### config.mk
export PLATFORM = sky130hd
export DESIGN_NAME = eth_header_capture
export DESIGN_NICKNAME = d
export VERILOG_FILES = /design/src/rtl/eth_parser_pkg.sv /design/src/rtl/eth_header_capture.sv
export SDC_FILE = /design/constraint.sdc
export NUM_CORES = 1
export LEC_CHECK = 0
export CORE_ASPECT_RATIO = 0.5
export CORE_MARGIN = 10
export CORE_UTILIZATION = 45
export CTS_CLUSTER_DIAMETER = 50
export DETAILED_ROUTE_END_ITERATION = 16
export PLACE_DENSITY = 0.79
export SLEW_MARGIN = 20
export SYNTH_ARGS = -nofsm -noshare
export SYNTH_HDL_FRONTEND = slang
export SYNTH_SLANG_ARGS = --single-unit
### constraint.sdc
create_clock -name clk -period 2.19 [get_ports clk]
set_input_delay 0.438 -clock clk [delete_from_list [all_inputs] [get_ports clk]]
set_output_delay 0.438 -clock clk [all_outputs]
set_load 0.05 [all_outputs]
### src/rtl/eth_parser_pkg.sv
// Shared types and constants for the Ethernet parser front end.
package eth_parser_pkg;

   // Bytes captured from the start of each frame (MACs, TPID/TCI, inner ethertype)
   localparam int unsigned ETH_HDR_CAPTURE_BYTES   = 18;
   // Shortest frame that still carries a complete untagged L2 header
   localparam int unsigned ETH_MIN_FRAME_HDR_BYTES = 14;

   // Index = byte offset within the frame
   typedef logic [ETH_HDR_CAPTURE_BYTES-1:0][7:0] eth_header_bytes_t;
   typedef logic [15:0]                           ethertype_t;

   typedef enum logic [1:0] {
      CAPTURE = 2'd0,
      DRAIN   = 2'd1,
      PRESENT = 2'd2
   } hdr_cap_state_t;

endpackage

### src/rtl/eth_header_capture.sv
// Captures the first 18 bytes of each inbound frame, counts the frame length and
// presents the header to the VLAN resolution stage until it is consumed.
module eth_header_capture
   import eth_parser_pkg::*;
#(
   parameter int unsigned FRAME_LEN_W = 16
) (
   input  logic                   clk,
   input  logic                   rst_n,
   input  logic                   s_valid,
   input  logic [7:0]             s_data,
   input  logic                   s_last,
   output logic                   s_ready,
   output eth_header_bytes_t      header_bytes,
   output ethertype_t             ethertype_raw,
   output logic                   fields_valid,
   input  logic                   hdr_ready,
   output logic [FRAME_LEN_W-1:0] frame_len,
   output logic                   runt_err
);

   localparam logic [4:0] LastHdrIdx = 5'(ETH_HDR_CAPTURE_BYTES - 1);
   localparam logic [4:0] MinHdrCnt  = 5'(ETH_MIN_FRAME_HDR_BYTES);

   hdr_cap_state_t         state_q, state_d;
   logic [4:0]             byte_cnt_q, byte_cnt_d;
   logic [FRAME_LEN_W-1:0] frame_len_q, frame_len_d;
   eth_header_bytes_t      header_q, header_d;
   logic                   runt_q, runt_d;

   logic                   transfer;
   logic [4:0]             beat_cnt;
   logic [FRAME_LEN_W-1:0] frame_len_inc;

   // Ready depends only on state so there is no path from the stream inputs
   assign s_ready  = (state_q != PRESENT);
   assign transfer = s_valid & s_ready;
   // Byte count including the beat currently being accepted
   assign beat_cnt = byte_cnt_q + 5'd1;
   assign frame_len_inc = (frame_len_q == {FRAME_LEN_W{1'b1}}) ? frame_len_q
                                                               : frame_len_q + 1'b1;

   // Next-state logic for the capture FSM and its datapath
   always_comb begin
      state_d     = state_q;
      byte_cnt_d  = byte_cnt_q;
      frame_len_d = frame_len_q;
      header_d    = header_q;
      runt_d      = 1'b0;
      unique case (state_q)
         CAPTURE: begin
            if (transfer) begin
               header_d[byte_cnt_q] = s_data;
               byte_cnt_d           = beat_cnt;
               frame_len_d          = frame_len_inc;
               if (s_last) begin
                  if (beat_cnt < MinHdrCnt) begin
                     // Too short to hold a header: drop it and flag the runt
                     runt_d      = 1'b1;
                     byte_cnt_d  = '0;
                     frame_len_d = '0;
                     header_d    = '0;
                  end else begin
                     state_d = PRESENT;
                  end
               end else if (byte_cnt_q == LastHdrIdx) begin
                  state_d = DRAIN;
               end
            end
         end
         DRAIN: begin
            if (transfer) begin
               frame_len_d = frame_len_inc;
               if (s_last) begin
                  state_d = PRESENT;
               end
            end
         end
         PRESENT: begin
            if (hdr_ready) begin
               state_d     = CAPTURE;
               byte_cnt_d  = '0;
               frame_len_d = '0;
               header_d    = '0;
            end
         end
         default: begin
            state_d = CAPTURE;
         end
      endcase
   end

   // State and datapath registers
   always_ff @(posedge clk or negedge rst_n) begin
      if (!rst_n) begin
         state_q     <= CAPTURE;
         byte_cnt_q  <= '0;
         frame_len_q <= '0;
         header_q    <= '0;
         runt_q      <= 1'b0;
      end else begin
         state_q     <= state_d;
         byte_cnt_q  <= byte_cnt_d;
         frame_len_q <= frame_len_d;
         header_q    <= header_d;
         runt_q      <= runt_d;
      end
   end

   // Outputs straight from registers; ethertype is a pure byte selection
   always_comb begin
      header_bytes  = header_q;
      ethertype_raw = {header_q[12], header_q[13]};
      fields_valid  = (state_q == PRESENT);
      frame_len     = frame_len_q;
      runt_err      = runt_q;
   end

endmodule

After elaboration in Yosys (flattened, before gate mapping)
Cells that the tools add are included.
Widths: inputs -> output; s select.
{ "classes": {"eq_ne": 11, "div": 0, "magnitude_cmp": 3, "bitwise_logic": 1, "n_mul": 0, "add_sub_neg": 2, "n_mux": 32, "reduce_logical": 7, "n_shift": 0} }
{ "op_table": {"columns": ["cell", "count"], "rows": [
  ["$mux 144", 4],
  ["$pmux 144 s2", 1],
  ["$bwmux 144", 1],
  ["$mux 16", 6],
  ["$pmux 16 s3", 1],
  ["$demux 8 s5", 1],
  ["$mux 5", 4],
  ["$add 16x1->16 const B", 1],
  ["$eq 16x16->1 const B", 1],
  ["$mux 2", 7],
  ["$pmux 5 s2", 1],
  ["$mux 8", 1],
  ["$ne 2x2->1 const B", 4],
  ["$lt 5x6->1 const B", 1],
  ["$ne 3x3->1 const B", 2],
  ["$pmux 2 s3", 1],
  ["$reduce_and 6->1", 1],
  ["$add 5x1->5 const B", 1],
  ["$eq 5x5->1 const B", 1],
  ["$ge 5x1->1 const B", 1],
  ["$lt 5x4->1 const B", 1],
  ["$mux 1", 4],
  ["$reduce_and 4->1", 1],
  ["$reduce_and 3->1", 1],
  ["other kinds (8)", 8]
]} }
{ "word_totals": {"register_bits": 168, "elab_cells": 78, "mem_bits_rw": 0, "mem_bits_ro": 0, "n_memories": 0, "input_bits": 13, "output_inout_bits": 179, "latchBits": 0} }

Depth between registers and ports, before layout
{ "logic_depth": {"ltp_word": 9, "depth_mapped": 10, "mapped_depth_nobuf": 7} }

Worst setup path before layout
No wires, ideal clock.
{ "synth_timing": {"kind": "register to register", "start": "register state_q[0]", "end": "register header_q, in the netlist header_bytes[71]", "required_time_ns": 2.069, "setup_ns": 0.121, "stages_incl_launch_ff": 9, "n_path_buf": 1, "path_slack_ns": -0.082, "arrival_time_ns": 2.151, "period_less_slack_ns": 2.272, "cell_sequence": "dfrtp_1 inv_1 ha_1 nand3b_1 nand2_1 buf_2 nand3_2 mux2i_1 nor2_1"} }
{ "synth_via": {"elab_cells_between_ends": 9, "cone_classes": "4 x eq/ne; 1 x mux; 1 x bitwise; 3 x reduce/logical"} }
{ "synth_lines": {"columns": ["item", "line", "rtl"], "rows": [
  ["from (decl)", "eth_header_capture.sv:25", "hdr_cap_state_t state_q, state_d;"],
  ["from (signal assigned)", "eth_header_capture.sv:102", "state_q <= state_d;"],
  ["$eq 2x2->1 *", null, null],
  ["named net fields_valid", "eth_header_capture.sv:16", "output logic fields_valid,"],
  ["$ne 2x1->1 (no line) / $reduce_bool 2->1 (equally long branches)", null, null],
  ["$reduce_and 3->1 (no line)", null, null],
  ["to (signal assigned)", "eth_header_capture.sv:105", "header_q <= header_d;"],
  ["to (decl)", "eth_header_capture.sv:28", "eth_header_bytes_t header_q, header_d;"]
]} }
The timed path passes the listed nets; every way through them passes the cells marked *.
A chain may end at the register's enable or synchronous reset.

Worst setup path in the final report
{ "layout_timing": {"start": "register frame_len_q[14], in the netlist frame_len[14]", "end": "output port frame_len[14]"} }
{ "layout_lines": {"columns": ["item", "line", "rtl"], "rows": [
  ["from (decl)", "eth_header_capture.sv:27", "logic [FRAME_LEN_W-1:0] frame_len_q, frame_len_d;"],
  ["from (signal assigned)", "eth_header_capture.sv:104", "frame_len_q <= frame_len_d;"],
  ["to (decl)", "eth_header_capture.sv:18", "output logic [FRAME_LEN_W-1:0] frame_len,"]
]} }
No word-level cell between the ends.

==> flow_summary.json <==
{
  "synth_edf_count": 0,
  "synthTopCellsByCount": "168 x dfrtp_1, 149 x nor2_1, 145 x mux2i_1",
  "synth_warnings": 0,
  "post_cts_buffers": 0,
  "fin_crit_ns": 2.14,
  "max_freq_mhz": 468,
  "grt_max_degree": 60,
  "cp-end-kind": "output pin",
  "finalWeightedCongestion": 0.837,
  "r2r_slack_ns": 0.13,
  "finalSetupViolations": 0,
  "cts_root_buf": "clkbuf_16",
  "cp_cell_sequence": "clkdlybuf4s50_1",
  "drive_gt1_frac": 0.112,
  "arrival_ns": 1.70,
  "cp.depth": 1,
  "syn2layout_area_growth_pct": 37.2,
  "clockBufferDepth": 2,
  "synth_top_area_share": 0.549,
  "crit_required_ns": 1.75,
  "dieArea_um2": 23000,
  "cts.sinks": 168,
  "synthCells": 680,
  "critical_path.slowest_cell": "clkdlybuf4s50_1",
  "r2r_end": "header_bytes[34]$_DFFE_PN0P_",
  "wl_met1_mm": 9.11,
  "synthesis.area_um2": 7660,
  "clk_pin_slew_ns": 0.07,
  "power.leakage_nw": 5.78,
  "r2r_start": "state_q[0]$_DFFE_PN0P_",
  "worstSkewPairLatency_ns": 0.42,
  "drtIter0Drc": 263,
  "vias_per_cell": 5.24,
  "wl_met3_mm": 1.33,
  "core_area_um2": 16500,
  "syn-num-nets": 701,
  "wl_met2_mm": 11.2,
  "overflow": 0,
  "r2r_cells": 8,
  "grt_pass1_vias": 5885,
  "cp_max_fo": 5,
  "synthTopCellsByArea": "dfrtp_1 55%, mux2i_1 19%, nor2_1 7.3%, buf_4 2.4%, nand3_2 2.4%",
  "n_fill_cell": 1299,
  "finalHoldViolCount": 0,
  "io_pins": 192,
  "worst_slack_ns": 0.0519,
  "path_buf_inv": 1,
  "hp-class": "register to register",
  "crit_path_max_incr_delay_ns": 0.84,
  "place_ws_ns": -0.0612,
  "async_reset_ff_frac": 1.00,
  "io_buffers": 191,
  "drt-total-wl_mm": 21.7,
  "drc": 0,
  "highest_layer": "met4",
  "ctsHtreeMaxLevel": 4,
  "outcome": "completed",
  "drtPass1Iterations": 5,
  "fp.dieW_um": 205,
  "syn_area_per_cell_um2": 11.3,
  "num_vias": 5781,
  "cts-buffers-inserted": 17,
  "power_density_nw_per_um2": 1010,
  "worst_path_dominant_cell_family": "buffers and inverters",
  "initial_utilization": 0.464,
  "yosys.cell_types.count": 46,
  "period_share": 0.976,
  "critPathKind": "register to output pin",
  "grt_use_total": 0.188,
  "ys_seq_area_frac": 0.549,
  "diodes": 0,
  "skew_ns": 0.0134,
  "rsz0062_at_grt": "yes",
  "cts_tree": "yes",
  "synth.most_common_cell": "dfrtp_1",
  "min_path_cells": 2,
  "worst_pin_slew_ns": 0.560,
  "finalHoldWorstSlack_ns": 0.521,
  "grt_pass1_wl_mm": 34.2,
  "nNetsFinal": 886,
  "ir_drop_v": 0.000768,
  "antenna_found_initial": 0,
  "min_to": "header_bytes[89]$_DFFE_PN0P_",
  "die_h_um": 112,
  "relSlewSlack": 0.626,
  "hold_start": "header_bytes[89]$_DFFE_PN0P_",
  "rows": 33,
  "synth_area_leader_cell": "dfrtp_1",
  "ys.flop_type": "dfrtp_1",
  "dp_hpwl_mm": 15.6,
  "maxSlewViolCount": 0,
  "start_kind": "register",
  "synth-seq-cells": 168,
  "maxCapViolations": 0,
  "routedWlPerCell_um": 19.7,
  "drtAntennaViolNets": 0
}
==> cell families (layout without fill, tap and decap cells) <==
kind of cell | count (synthesis) | after routing | synth area share
muxes | 145 | 145 | 0.189
AOI/OAI and AO/OA | 52 | 52 | 0.0452
and+or+nand+nor | 236 | 237 | 0.152
DFF | 168 | 168 | 0.549
adders and majority gates | 8 | 8 | 0.0131
xor gates and xnor gates | 1 | 1 | 0.00114
buffers and inverters | 70 | 266 | 0.0509
==> state kept, by name, indices dropped and copies added (netlist names) <==
register,flops
header_bytes,128
byte_cnt_q,5
state_q,2
ethertype_raw,16
frame_len,16
runt_err,1
==> metrics by stage <==
step	instance area (um2)	utilization	total power [mW]	setup TNS [ns]	instances
floorplan	7670	-	6.26	0	680
global placement	9840	0.596	7.45	0	1071
detailed placement	9840	0.596	7.54	-0.155	1071
CTS	10500	0.634	10.7	0	1103
global route	10500	0.637	11.2	-0.225	1104
finish	10500	0.637	10.7	0	1104
==> final cells by class <==
cell class | instances | area [um2] | share of cell area
Sequential cell | 168 | 4200 | 0.400
Multi-Input combinational cell | 443 | 3100 | 0.295
Timing Repair Buffer | 226 | 2280 | 0.216
Clock buffer | 17 | 425 | 0.0404
Tap cell | 227 | 284 | 0.0270
Clock inverter | 14 | 193 | 0.0183
Inverter | 9 | 33.8 | 0.00321
==> layout by cell type (no fill, tap or decap), types with 2 or more instances in the layout <==
cell and n:
o31ai_1 10, dlymetal6s2s_1 6, clkbuf_16 17, o21ai_0 8, or4_1 10, nand2_1 15, inv_8 2, nand3b_1 5
inv_1 9, clkinv_4 2, clkinvlp_4 2, and3_1 7, and4_1 2, dfrtp_1 168, nor2b_1 4, ha_1 6
nor3b_2 2, nor3_1 4, nand3_1 11, mux2i_1 145, clkdlybuf4s50_1 182, ha_2 2, nand3_4 2, buf_4 29
buf_12 7, nor2_1 149, nand3_2 17, a31oi_1 3, bufinv_16 3, a21oi_1 17, inv_6 3
==> worst max path at each step <==
stage                         startpoint                            to  slack, ns
6_report       frame_len[14]$_DFFE_PN0P_                 frame_len[14]       0.05
5_1_grt           state_q[1]$_DFFE_PN0P_  header_bytes[42]$_DFFE_PN0P_      -0.04
3_3_place_gp                     s_valid      frame_len[4]$_DFFE_PN0P_       0.03
4_1_cts        frame_len[13]$_DFFE_PN0P_                 frame_len[13]      0.009
2_1_floorplan   frame_len[0]$_DFFE_PN0P_      frame_len[1]$_DFFE_PN0P_       0.02
3_5_place_dp                     s_valid      frame_len[8]$_DFFE_PN0P_      -0.06
==> routing by layer <==
metal,GRT usage,up-vias
met4,0.0392,0
met3,0.0494,11
met5,0,-
li1,-,2685
met1,0.229,2939
met2,0.328,146
==> report_power, final <==
group	switching, mW	internal (mW)
sequential	0.235	3.41
clock	1.32	1.83
combinational	2.61	1.27
total	4.16	6.50
==> timing repair <==
item	in CTS	in global routing
hold endpoints to repair	24	0
hold buffers	1	0
endpoints found under the setup margin	0	39
gates resized for setup	0	10
Note: power is estimated with default switching activity, not from simulation.
